**config.mk**
```make
export PLATFORM = sky130hd
export DESIGN_NAME = regfile_dump_reader
export DESIGN_NICKNAME = d
export VERILOG_FILES = /design/src/rtl/regfile_dump_reader_pkg.sv /design/src/rtl/regfile_dump_reader_byte_shift_out.sv /design/src/rtl/regfile_dump_reader.sv
export SDC_FILE = /design/constraint.sdc
export NUM_CORES = 1
export LEC_CHECK = 0
export CORE_MARGIN = 10
export CORE_UTILIZATION = 45
export CTS_BUF_LIST = sky130_fd_sc_hd__clkbuf_8
export DETAILED_ROUTE_END_ITERATION = 12
export HOLD_SLACK_MARGIN = 0.08
export PLACE_DENSITY = 0.76
export SLEW_MARGIN = 20
export SYNTH_ARGS = -nofsm -noshare
export SYNTH_HDL_FRONTEND = slang
export SYNTH_SLANG_ARGS = --single-unit
export TNS_END_PERCENT = 50
```
**constraint.sdc**
```tcl
create_clock -name clk -period 1.8 [get_ports clk]
set_input_delay 0.36 -clock clk [delete_from_list [all_inputs] [get_ports clk]]
set_output_delay 0.36 -clock clk [all_outputs]
set_load 0.005 [all_outputs]
```
**src/rtl/regfile_dump_reader_pkg.sv**
```systemverilog
// rtl/regfile_dump_reader_pkg.sv - state encodings and defaults for the register file dump reader
package regfile_dump_reader_pkg;

    typedef enum logic [2:0] {
        ST_IDLE = 3'd0,
        ST_SYNC = 3'd1,
        ST_SEL  = 3'd2,
        ST_CAP  = 3'd3,
        ST_IDX  = 3'd4,
        ST_DATA = 3'd5,
        ST_DONE = 3'd6
    } dump_state_t;

    localparam logic [7:0] SYNC_BYTE_DEFAULT = 8'hA5;
    localparam int         SEL_W             = 5;

endpackage

```
**src/rtl/regfile_dump_reader_byte_shift_out.sv**
```systemverilog
// rtl/regfile_dump_reader_byte_shift_out.sv - word shift register emitting its MSB byte first
module regfile_dump_reader_byte_shift_out #(
    parameter int WIDTH = 32
) (
    input  logic             clk,
    input  logic             reset,
    input  logic             load,
    input  logic [WIDTH-1:0] load_word,
    input  logic             shift,
    output logic [7:0]       byte_out
);

    logic [WIDTH-1:0] word;

    always_ff @(posedge clk) begin
        if (!reset) begin
            word <= '0;
        end else if (load) begin
            word <= load_word;
        end else if (shift) begin
            word <= word << 8;
        end
    end

    assign byte_out = word[WIDTH-1 -: 8];

endmodule

```
**src/rtl/regfile_dump_reader.sv**
```systemverilog
// rtl/regfile_dump_reader.sv - sweeps the register file debug port and streams a framed byte dump
module regfile_dump_reader
    import regfile_dump_reader_pkg::*;
#(
    parameter int         WIDTH     = 32,
    parameter int         NUM_REGS  = 32,
    parameter logic [7:0] SYNC_BYTE = SYNC_BYTE_DEFAULT
) (
    input  logic             clk,
    input  logic             reset,
    input  logic             start,
    output logic [SEL_W-1:0] dbg_sel,
    input  logic [WIDTH-1:0] dbg_data,
    output logic [7:0]       tx_data,
    output logic             tx_valid,
    input  logic             tx_ready,
    output logic             busy,
    output logic             done
);

    localparam int               NBYTES    = WIDTH / 8;
    localparam int               BCW       = (NBYTES > 1) ? $clog2(NBYTES) : 1;
    localparam logic [BCW-1:0]   LAST_BYTE = BCW'(NBYTES - 1);
    localparam logic [SEL_W-1:0] LAST_IDX  = SEL_W'(NUM_REGS - 1);

    dump_state_t      state;
    dump_state_t      next_state;
    logic [SEL_W-1:0] idx;
    logic [BCW-1:0]   byte_cnt;
    logic             word_load;
    logic             word_shift;
    logic [7:0]       word_byte;

    regfile_dump_reader_byte_shift_out #(
        .WIDTH (WIDTH)
    ) u_shift (
        .clk       (clk),
        .reset     (reset),
        .load      (word_load),
        .load_word (dbg_data),
        .shift     (word_shift),
        .byte_out  (word_byte)
    );

    always_comb begin
        next_state = state;
        tx_valid   = 1'b0;
        tx_data    = 8'h00;
        busy       = 1'b1;
        done       = 1'b0;
        word_load  = 1'b0;
        word_shift = 1'b0;
        unique case (state)
            ST_IDLE: begin
                busy = 1'b0;
                if (start) next_state = ST_SYNC;
            end
            ST_SYNC: begin
                tx_valid = 1'b1;
                tx_data  = SYNC_BYTE;
                if (tx_ready) next_state = ST_SEL;
            end
            ST_SEL: begin
                next_state = ST_CAP;
            end
            ST_CAP: begin
                word_load  = 1'b1;
                next_state = ST_IDX;
            end
            ST_IDX: begin
                tx_valid = 1'b1;
                tx_data  = {3'b000, idx};
                if (tx_ready) next_state = ST_DATA;
            end
            ST_DATA: begin
                tx_valid = 1'b1;
                tx_data  = word_byte;
                if (tx_ready) begin
                    word_shift = 1'b1;
                    if (byte_cnt == LAST_BYTE) begin
                        next_state = (idx == LAST_IDX) ? ST_DONE : ST_SEL;
                    end
                end
            end
            ST_DONE: begin
                busy       = 1'b0;
                done       = 1'b1;
                next_state = ST_IDLE;
            end
            default: begin
                busy       = 1'b0;
                next_state = ST_IDLE;
            end
        endcase
    end

    // dbg_sel is registered in SEL so the combinational read data is settled by CAP
    always_ff @(posedge clk) begin
        if (!reset) begin
            state    <= ST_IDLE;
            idx      <= '0;
            byte_cnt <= '0;
            dbg_sel  <= '0;
        end else begin
            state <= next_state;
            unique case (state)
                ST_IDLE: begin
                    idx      <= '0;
                    byte_cnt <= '0;
                end
                ST_SEL: begin
                    dbg_sel <= idx;
                end
                ST_CAP: begin
                    byte_cnt <= '0;
                end
                ST_DATA: begin
                    if (tx_ready) begin
                        if (byte_cnt == LAST_BYTE) begin
                            byte_cnt <= '0;
                            if (idx != LAST_IDX) idx <= idx + 1'b1;
                        end else begin
                            byte_cnt <= byte_cnt + 1'b1;
                        end
                    end
                end
                default: begin
                end
            endcase
        end
    end

endmodule

```
==> qor.yml, run 1 <==
status: "complete, but fails checks"
violations: "setup timing"
multiInputGateArea_um2: 1180
cts_root_buffer: "clkbuf_8"
fmax_ghz: 0.552
setup_viol: 1
dp_hpwl_mm: 4.59
core_um2: 4750
cp-end-kind: "register"
drt.antenna.violating_nets: 0
use_met1_pct: 18.3
hold_depth: 2
synthArstFlopShare_pct: 0
pwr_density_cell_nw_per_um2: 747
tns_ns: -0.0127
fin_crit_ns: 1.81
syn_area_um2: 2220
grt_max_degree: 49
die_y_um: 90.3
finalHoldViolations: 0
clock_skew_ns: 0.00870
yosysWarnings: 0
fin_crit_sh_pct: 101
grt.total_usage_pct: 14.7
area_growth_pct: 39.5
initial_utilization_pct: 46.7
r2r_cells: 6
busiest_layer: "met2"
layout.nets: 379
htree_num_levels: 2
tightest_slew_ns: 0.327
numPortBuffers: 51
ys_ff_latch: 47
syn_inst: 277
crit_type: "reg2reg"
grt_antenna_before_repair: 0
first_global_vias: 2105
drive_gt1_share_pct: 16.4
ys.flop_type: "dfxtp_1"
r2r-start: "idx[0]$_SDFFE_PN0P_"
yosysUniqueCellTypes: 39
synth_top_cell_by_area: "dfxtp_1"
rsz0062_at_grt: "true"
reg2reg_to: "idx[0]$_SDFFE_PN0P_"
ff2ff_setup_slack_ns: -0.01
clkLatencyLatePin_ns: 0.30
mostFrequentLayoutCells: "nand2_1 (52), dfxtp_1 (42), clkdlybuf4s50_1 (40)"
ctsLongestPathBuffers: 2
met3_usage_pct: 3.99
gp_congestion: 0.817
synth_nets: 316
use_met2_pct: 23.6
start_kind: "register"
cts_hold_buf: 0
slew_headroom_pct: 78.2
cap_violations: 0
hold_slack_ns: 0.475
vdd_drop_max_mv: 0.465
vias: 2203
regArea_um2: 955
critPathRequiredTime_ns: 2.03
holdPathEnd: "u_shift.word[26]$_SDFFE_PN0P_"
arrival_ns: 2.05
die_w_um: 90.3
rows: 25
cts.clk_slew.worst_paths_ns: 0.09
synth_edf_count: 0
fin_ws_ns: -0.0127
ys_seq_area_share_pct: 42.3
final_common_cell: "nand2_1"
synth_area_leaders: "dfxtp_1 (42%), nand2_1 (8.8%), a31oi_1 (7.0%), o21ai_0 (6.1%), mux2i_1 (4.5%)"
syn_area_per_cell_um2: 8.02
fillers: 410
routed_wl_mm: 6.27
grt_pass1_wl_mm: 10.1
via_per_inst: 5.40
drtIter0Drc: 114
drtPass1Iterations: 4
drv_slew: 0
clock_sinks: 47
holdCritStartpoint: "u_shift.word[26]$_SDFFE_PN0P_"
overflow: 0
hold_path.class: "reg2reg"
wire_per_inst_um: 15.4
tritoncts: "done"
numCtsBuffers: 5
drc: 0
n_antenna_cell: 0
die_area_um2: 8150
p_leak_nw: 1.11
yosysTopAreaCellShare_pct: 42.3
path_max_fanout: 3
pin_count: 52
==> Yosys cell counts (2+ instances only) <==
cell / count
a21oi_1: 9
a31oi_1: 25
buf_2: 10
o21ai_1: 2
nor2_1: 21
nand3_1: 4
nand2_1: 52
o21ai_0: 27
inv_1: 7
and2_1: 2
a31o_1: 2
nor3b_1: 2
mux2i_1: 10
a311oi_1: 2
dfxtp_1: 47
nand2b_1: 3
and3_1: 5
clkbuf_1: 11
ha_1: 3
o22ai_1: 3
a22oi_1: 8
a32o_1: 2
nand3b_1: 3
buf_6: 2
==> registers in the layout, summed over array words and instances, names as in the netlist <==
signal,count
state,3
dbg_sel,5
u_shift.word,32
byte_cnt,2
idx,5
==> how the worst max path moves through the flow <==
stage                     startpoint                   to  slack (ns)  cells past startpoint
6_report         idx[0]$_SDFFE_PN0P_  idx[0]$_SDFFE_PN0P_       -0.01                      6
5_1_grt          idx[0]$_SDFFE_PN0P_  idx[0]$_SDFFE_PN0P_       -0.08                      6
4_1_cts        state[0]$_SDFFE_PN0P_             tx_valid       -0.08                      4
3_5_place_dp     idx[0]$_SDFFE_PN0P_  idx[0]$_SDFFE_PN0P_       -0.01                      6
3_3_place_gp   state[0]$_SDFFE_PN0P_           tx_data[0]        0.05                      3
2_1_floorplan    idx[0]$_SDFFE_PN0P_  idx[0]$_SDFFE_PN0P_         0.1                      6
==> per-layer routing <==
layer	share of wire [%]	vias to the layer above
li1	-	1102
met1	46	1014
met2	46	73
met3	5.8	14
met4	2.3	0
met5	0	-
==> cells by family (layout without fill, tap and decap cells) <==
kind of cell | after synthesis | after routing | share of synthesized area [%]
adder cells (fa/ha/maj) | 3 | 3 | 1.69
AO/OA/AOI/OAI | 85 | 85 | 23.7
multiplexers | 10 | 10 | 4.50
flip-flops | 47 | 47 | 42.3
AND/OR/NAND/NOR | 100 | 100 | 20.9
buffers and inverters | 32 | 96 | 6.81
==> cell type report <==
| type | count | area share, % |
|---|---|---|
| Clock buffer | 5 | 2.22 |
| Clock inverter | 3 | 0.646 |
| Inverter | 8 | 0.969 |
| Multi-Input combinational cell | 198 | 38.2 |
| Sequential cell | 47 | 30.8 |
| Tap cell | 67 | 2.70 |
| Timing Repair Buffer | 80 | 24.5 |
==> power breakdown <==
part	internal [W]	switching, W
clock network	0.000270	0.000364
logic	0.000303	0.000263
registers	0.00108	0.0000359
total	0.00165	0.000663
==> repair_timing <==
item	4_1_cts	5_1_grt
endpoints found under the setup margin	12	9
pin swaps	0	4
resized for setup	20	19
hold endpoints to repair	0	0
buffers inserted	0	6
==> stage by stage <==
step	util (%)	instance area, um^2	std cells	setup WS (ns)	power, W
floorplan	-	2220	277	0.0952	0.00142
global placement	61.1	2910	394	0.0543	0.00167
detailed placement	61.1	2910	394	-0.00976	0.00168
CTS	63.3	3010	402	-0.0757	0.00230
global route	65.2	3100	408	-0.0814	0.00243
finish	65.2	3100	408	-0.0127	0.00232
==> worst max-delay path, stage by stage (launching register included) <==
cell and delay, ns:
dfxtp_2 0.35, ha_4 0.16, and3_4 0.18, ha_4 0.15
nand3b_1 0.20, or4_1 0.54, a31oi_1 0.17
(Power assumes the default switching activity.)
==> run 2: changes to the inputs <==
--- a/config.mk
+++ b/config.mk
@@ -11,6 +11,7 @@
 export DETAILED_ROUTE_END_ITERATION = 12
 export HOLD_SLACK_MARGIN = 0.08
 export PLACE_DENSITY = 0.76
+export SETUP_SLACK_MARGIN = 0.4
 export SLEW_MARGIN = 20
 export SYNTH_ARGS = -nofsm -noshare
 export SYNTH_HDL_FRONTEND = slang
==> run 2 against run 1 <==
The flow now finishes without violations. Routed wire length up 25%. First-iteration DRC count is 89% higher. Highest routed layer unchanged. Fmax grew 1.9%. Critical path depth rose by 2. Worst setup slack better by 0.033 ns. Largest cell class unchanged.
==> qor.yml, run 2 (same netlist as run 1, synthesis figures left out) <==
tns_ns: 0
die_w_um: 90.3
htree_num_levels: 2
drive_gt1_share_pct: 30.5
finalHoldViolations: 0
crit_type: "reg2reg"
grt_pass1_wl_mm: 10.5
critPathRequiredTime_ns: 2.00
routed_wl_mm: 7.83
pwr_density_cell_nw_per_um2: 724
regMostFlops: "u_shift.word"
via_per_inst: 5.74
gp_congestion: 0.880
vdd_drop_max_mv: 0.431
tightest_slew_ns: 0.362
clock_sinks: 47
core_um2: 4750
dp_slack_ns: -0.0320
cpPeakStageDelay_ns: 0.36
placed_area_um2: 2930
status: "finished, final reports clean"
power_w: 0.00253
seqPwrFrac_pct: 44.1
die_y_um: 90.3
fin_ws_ns: 0.0204
grt_max_degree: 51
cts_root_buffer: "clkbuf_8"
die_area_um2: 8150
clkLatencyLatePin_ns: 0.30
rows: 25
pin_count: 52
combPwrFrac_pct: 33.1
crit_top_cell: "ha_4"
arrival_ns: 1.98
hold_depth: 2
grt.total_usage_pct: 15.3
mostFrequentLayoutCells: "nand2_1 (52), dfxtp_1 (42), clkdlybuf4s50_1 (34)"
stdcell_area_um2: 3500
largest_register_ffs: 32
numPortBuffers: 51
fin_crit_ns: 1.78
rsz0062_at_grt: "true"
cap_violations: 0
vias: 2456
p_sw_w: 0.000749
drc: 0
drtPass1Iterations: 5
ff2ff_setup_slack_ns: 0.02
fin_crit_sh_pct: 98.9
p_leak_nw: 1.35
clock_skew_ns: 0.0113
overflow: 0
start_kind: "register"
ctsLongestPathBuffers: 2
critPathSlowestCell: "dfxtp_4"
setup_viol: 0
dp_hpwl_mm: 4.36
initial_utilization_pct: 46.7
numCtsBuffers: 5
cp-end-kind: "register"
grt_antenna_before_repair: 0
clkPwrFrac_pct: 22.8
final_common_cell: "nand2_1"
layout.nets: 401
sw_frac_of_total_pct: 29.6
fmax_ghz: 0.562
cts.clk_slew.worst_paths_ns: 0.09
top_regs: "u_shift.word x32, dbg_sel x5, idx x5"
n_antenna_cell: 0
path_max_fanout: 3
tritoncts: "done"
path_cells: "ha_4 > and3_4 > ha_4 > nand3b_1 > buf_6 > o22ai_4 > o21ai_1 > a31o_1"
hold_path.class: "reg2reg"
drtIter0Drc: 215
wire_per_inst_um: 18.3
area_growth_pct: 57.4
drv_slew: 0
p_int_w: 0.00178
first_global_vias: 2228
r2r_cells: 8
slew_headroom_pct: 75.9
drt.antenna.violating_nets: 0
run 2: metrics by stage:
step                std cells  hold WS [ns]  utilization (%)
detailed placement        393         0.463             61.7
finish                    428         0.469             73.6
CTS                       408         0.476             66.0
global route              428         0.495             73.6
global placement          393         0.453             61.7
floorplan                 277         0.446                -
run 2: per-layer routing:
metal	track usage [%]	vias up	part of all wire (%)
met1	18.1	1184	43
met5	0	-	0
met2	24.6	106	47
met4	7.03	0	3.9
li1	-	1143	-
met3	4.74	23	5.9
run 2: layout make-up:
type / count / area (um^2)
Multi-Input combinational cell: 198 / 1320
Fill cell: 357 / 1260
Timing Repair Buffer: 102 / 1030
Sequential cell: 47 / 957
Tap cell: 67 / 83.8
Clock buffer: 5 / 68.8
Inverter: 8 / 32.5
Clock inverter: 1 / 3.75
run 2: timing repair:
item / CTS / global route
hold buffers: 0 / 0
setup endpoints to repair: 61 / 56
gates cloned: 0 / 5
resized for setup: 69 / 43
endpoints found under the hold margin: 0 / 0
buffers inserted: 9 / 15
pin swaps: 14 / 16
run 2: critical path, delay by kind of cell (launching register included):
family / cells / cell delay (ns)
AOI/OAI and AO/OA: 3 / 0.49
buffers and inverters: 1 / 0.17
DFF: 1 / 0.36
adders and majority gates: 2 / 0.31
and+or+nand+nor: 2 / 0.34
run 2: path summary, 6_finish.rpt:
kind / startpoint / endpoint
setup / recovery: idx[0]$_SDFFE_PN0P_ / idx[3]$_SDFFE_PN0P_
hold / removal: u_shift.word[1]$_SDFFE_PN0P_ / u_shift.word[9]$_SDFFE_PN0P_
setup reg to reg: idx[0]$_SDFFE_PN0P_ / idx[3]$_SDFFE_PN0P_
hold reg to reg: u_shift.word[1]$_SDFFE_PN0P_ / u_shift.word[9]$_SDFFE_PN0P_
run 2: power groups by stage:
stage	sequential, W	clock (W)	combinational (W)
detailed placement	0.00113	0	0.000548
finish	0.00112	0.000578	0.000837
global route	0.00112	0.000622	0.000885
global placement	0.00113	0	0.000541
CTS	0.00111	0.000589	0.000615
floorplan	0.00112	0	0.000305
==> run 3: changes to the inputs <==
--- a/config.mk
+++ b/config.mk
@@ -9,6 +9,7 @@
 export CORE_UTILIZATION = 45
 export CTS_BUF_LIST = sky130_fd_sc_hd__clkbuf_8
 export DETAILED_ROUTE_END_ITERATION = 12
+export GPL_TIMING_DRIVEN = 0
 export HOLD_SLACK_MARGIN = 0.08
 export PLACE_DENSITY = 0.76
 export SETUP_SLACK_MARGIN = 0.4
==> run 3 against run 2 <==
Non-clock buffer count is 11 higher. Combinational power is 2.6% lower. Worst setup slack worse by 0.012 ns. Routed wire length is 3.1% higher. Critical path type unchanged. Largest cell class unchanged. Largest power group unchanged.
==> qor.yml, run 3 (same netlist as run 1, synthesis figures left out) <==
status: "finished, final reports clean"
grt_max_degree: 13
rsz0062_at_grt: "true"
arrival_ns: 2.01
ff2ff_setup_slack_ns: 0.008
core_um2: 4750
fin_crit_sh_pct: 99.6
clock_skew_ns: 0.00593
dp_slack_ns: -0.207
gp_congestion: 0.903
start_kind: "register"
combPwrFrac_pct: 32.5
drtIter0Drc: 158
ctsLongestPathBuffers: 2
p_sw_w: 0.000746
sw_frac_of_total_pct: 29.7
die_w_um: 90.3
fmax_ghz: 0.558
layout.nets: 412
hold_path.class: "in2reg"
r2r-start: "idx[0]$_SDFFE_PN0P_"
crit_start: "idx[0]$_SDFFE_PN0P_"
wire_per_inst_um: 18.4
clkPwrFrac_pct: 23.4
drive_gt1_share_pct: 40.3
drc: 0
cts_root_buffer: "clkbuf_8"
p_int_w: 0.00176
initial_utilization_pct: 46.7
slew_headroom_pct: 60.1
overflow: 0
fin_ws_ns: 0.00797
pwr_density_cell_nw_per_um2: 683
path_cells: "ha_4 > and3_4 > ha_4 > nand3b_1 > or4_1 > a31oi_1"
routed_wl_mm: 8.08
n_antenna_cell: 0
vias: 2472
cp-endpoint: "idx[0]$_SDFFE_PN0P_"
drtPass1Iterations: 6
pin_count: 52
rows: 25
tns_ns: 0
clkLatencyLatePin_ns: 0.30
via_per_inst: 5.63
numCtsBuffers: 5
tritoncts: "done"
htree_num_levels: 2
first_global_vias: 2399
grt_pass1_wl_mm: 11.6
final_core_util_pct: 77.2
clock_sinks: 47
critPathSlowestCell: "or4_1"
cap_violations: 0
cpPeakStageDelay_ns: 0.43
area_growth_pct: 65.3
path_max_fanout: 4
final_common_cell: "dfxtp_1"
finalHoldViolations: 0
tightest_slew_ns: 0.598
top_regs: "u_shift.word x32, dbg_sel x5, idx x5"
r2r_cells: 6
die_area_um2: 8150
fillers: 334
reg2reg_to: "idx[0]$_SDFFE_PN0P_"
setup_viol: 0
crit_top_cell: "ha_4"
crit_type: "reg2reg"
die_y_um: 90.3
critPathRequiredTime_ns: 2.01
regMostFlops: "u_shift.word"
multiInputGateArea_um2: 1500
regArea_um2: 952
fin_crit_ns: 1.79
seqPwrFrac_pct: 44.1
drv_slew: 0
cts_hold_buf: 0
largest_register_ffs: 32
vdd_drop_max_mv: 0.525
drt.antenna.violating_nets: 0
numPortBuffers: 49
mostFrequentLayoutCells: "dfxtp_1 (42), clkdlybuf4s50_1 (33), nand2_1 (31)"
cts.clk_slew.worst_paths_ns: 0.08
cp-end-kind: "register"
grt_antenna_before_repair: 0
dp_hpwl_mm: 4.66
grt.total_usage_pct: 16.9
p_leak_nw: 1.47
==> run 3: cell types whose count changed in the layout (fill, tap and decap cells not counted), moves of 4 or more <==
cell / before / now
a22oi_1: 7 / 0
a22oi_2: 1 / 8
a31oi_1: 24 / 18
a31oi_4: 0 / 7
buf_12: 5 / 1
buf_2: 10 / 14
buf_6: 13 / 20
clkbuf_1: 0 / 5
nand2_1: 52 / 31
nand2_2: 0 / 17
nand2_4: 0 / 4
o21ai_0: 25 / 13
o21ai_2: 0 / 10
==> run 3: how the worst min path moves through the flow <==
stage,startpoint,cells past startpoint,slack (ns),end
after floorplan,byte_cnt[1]$_SDFFE_PN0P_,1,0.45,byte_cnt[1]$_SDFFE_PN0P_
after global placement,byte_cnt[1]$_SDFFE_PN0P_,1,0.45,byte_cnt[1]$_SDFFE_PN0P_
after detailed placement,byte_cnt[1]$_SDFFE_PN0P_,1,0.46,byte_cnt[1]$_SDFFE_PN0P_
after CTS,reset,3,0.44,idx[1]$_SDFFE_PN0P_
after global routing,u_shift.word[26]$_SDFFE_PN0P_,2,0.50,u_shift.word[26]$_SDFFE_PN0P_
final,reset,3,0.46,idx[1]$_SDFFE_PN0P_
==> run 3: layer usage <==
layer | track usage, % | part of all wire, % | vias up | wire length [um]
met5 | 0 | 0 | - | 0
met4 | 6.90 | 3.3 | 0 | 265
met3 | 5.49 | 5.5 | 24 | 446
met2 | 29.1 | 51 | 90 | 4090
li1 | - | - | 1174 | -
met1 | 18.7 | 41 | 1184 | 3270
==> run 3: worst max-delay path, delay by kind of cell, from the launching register on <==
kind	cells	cell delay (ns)
AO/OA/AOI/OAI	1	0.21
adder cells (fa/ha/maj)	2	0.31
AND/OR/NAND/NOR	3	0.83
flip-flops	1	0.37
==> run 3: power groups by stage <==
stage          sequential, W  combinational, W  clock [W]
6_report             0.00111          0.000815   0.000588
5_1_grt              0.00111          0.000875   0.000631
4_1_cts              0.00110          0.000649   0.000590
3_5_place_dp         0.00113          0.000506          0
3_3_place_gp         0.00113          0.000500          0
2_1_floorplan        0.00112          0.000305          0
==> run 3: per-stage QoR <==
stage | area [um^2] | hold WS, ns | power [W] | instances
after floorplan | 2240 | 0.446 | 0.00142 | 277
after global placement | 2820 | 0.453 | 0.00163 | 393
after detailed placement | 2820 | 0.459 | 0.00163 | 393
after CTS | 3240 | 0.440 | 0.00234 | 427
after global routing | 3670 | 0.496 | 0.00262 | 439
final | 3670 | 0.458 | 0.00251 | 439
==> run 3: area by class of cell <==
class | instances | area share [%]
plain buffers | 24 | 6.64
clock buffers | 5 | 1.87
clock inverters | 1 | 0.102
inverters | 8 | 0.886
multi-input cells | 198 | 40.7
flip-flops and latches | 47 | 25.9
well taps | 67 | 2.28
repair buffers | 89 | 21.5
==> run 3: repair_timing <==
item	4_1_cts	5_1_grt
hold endpoints to repair	0	0
cloned	3	1
setup endpoints to repair	56	61
pin swaps	29	50
gates resized for setup	100	98
buffers inserted	25	11
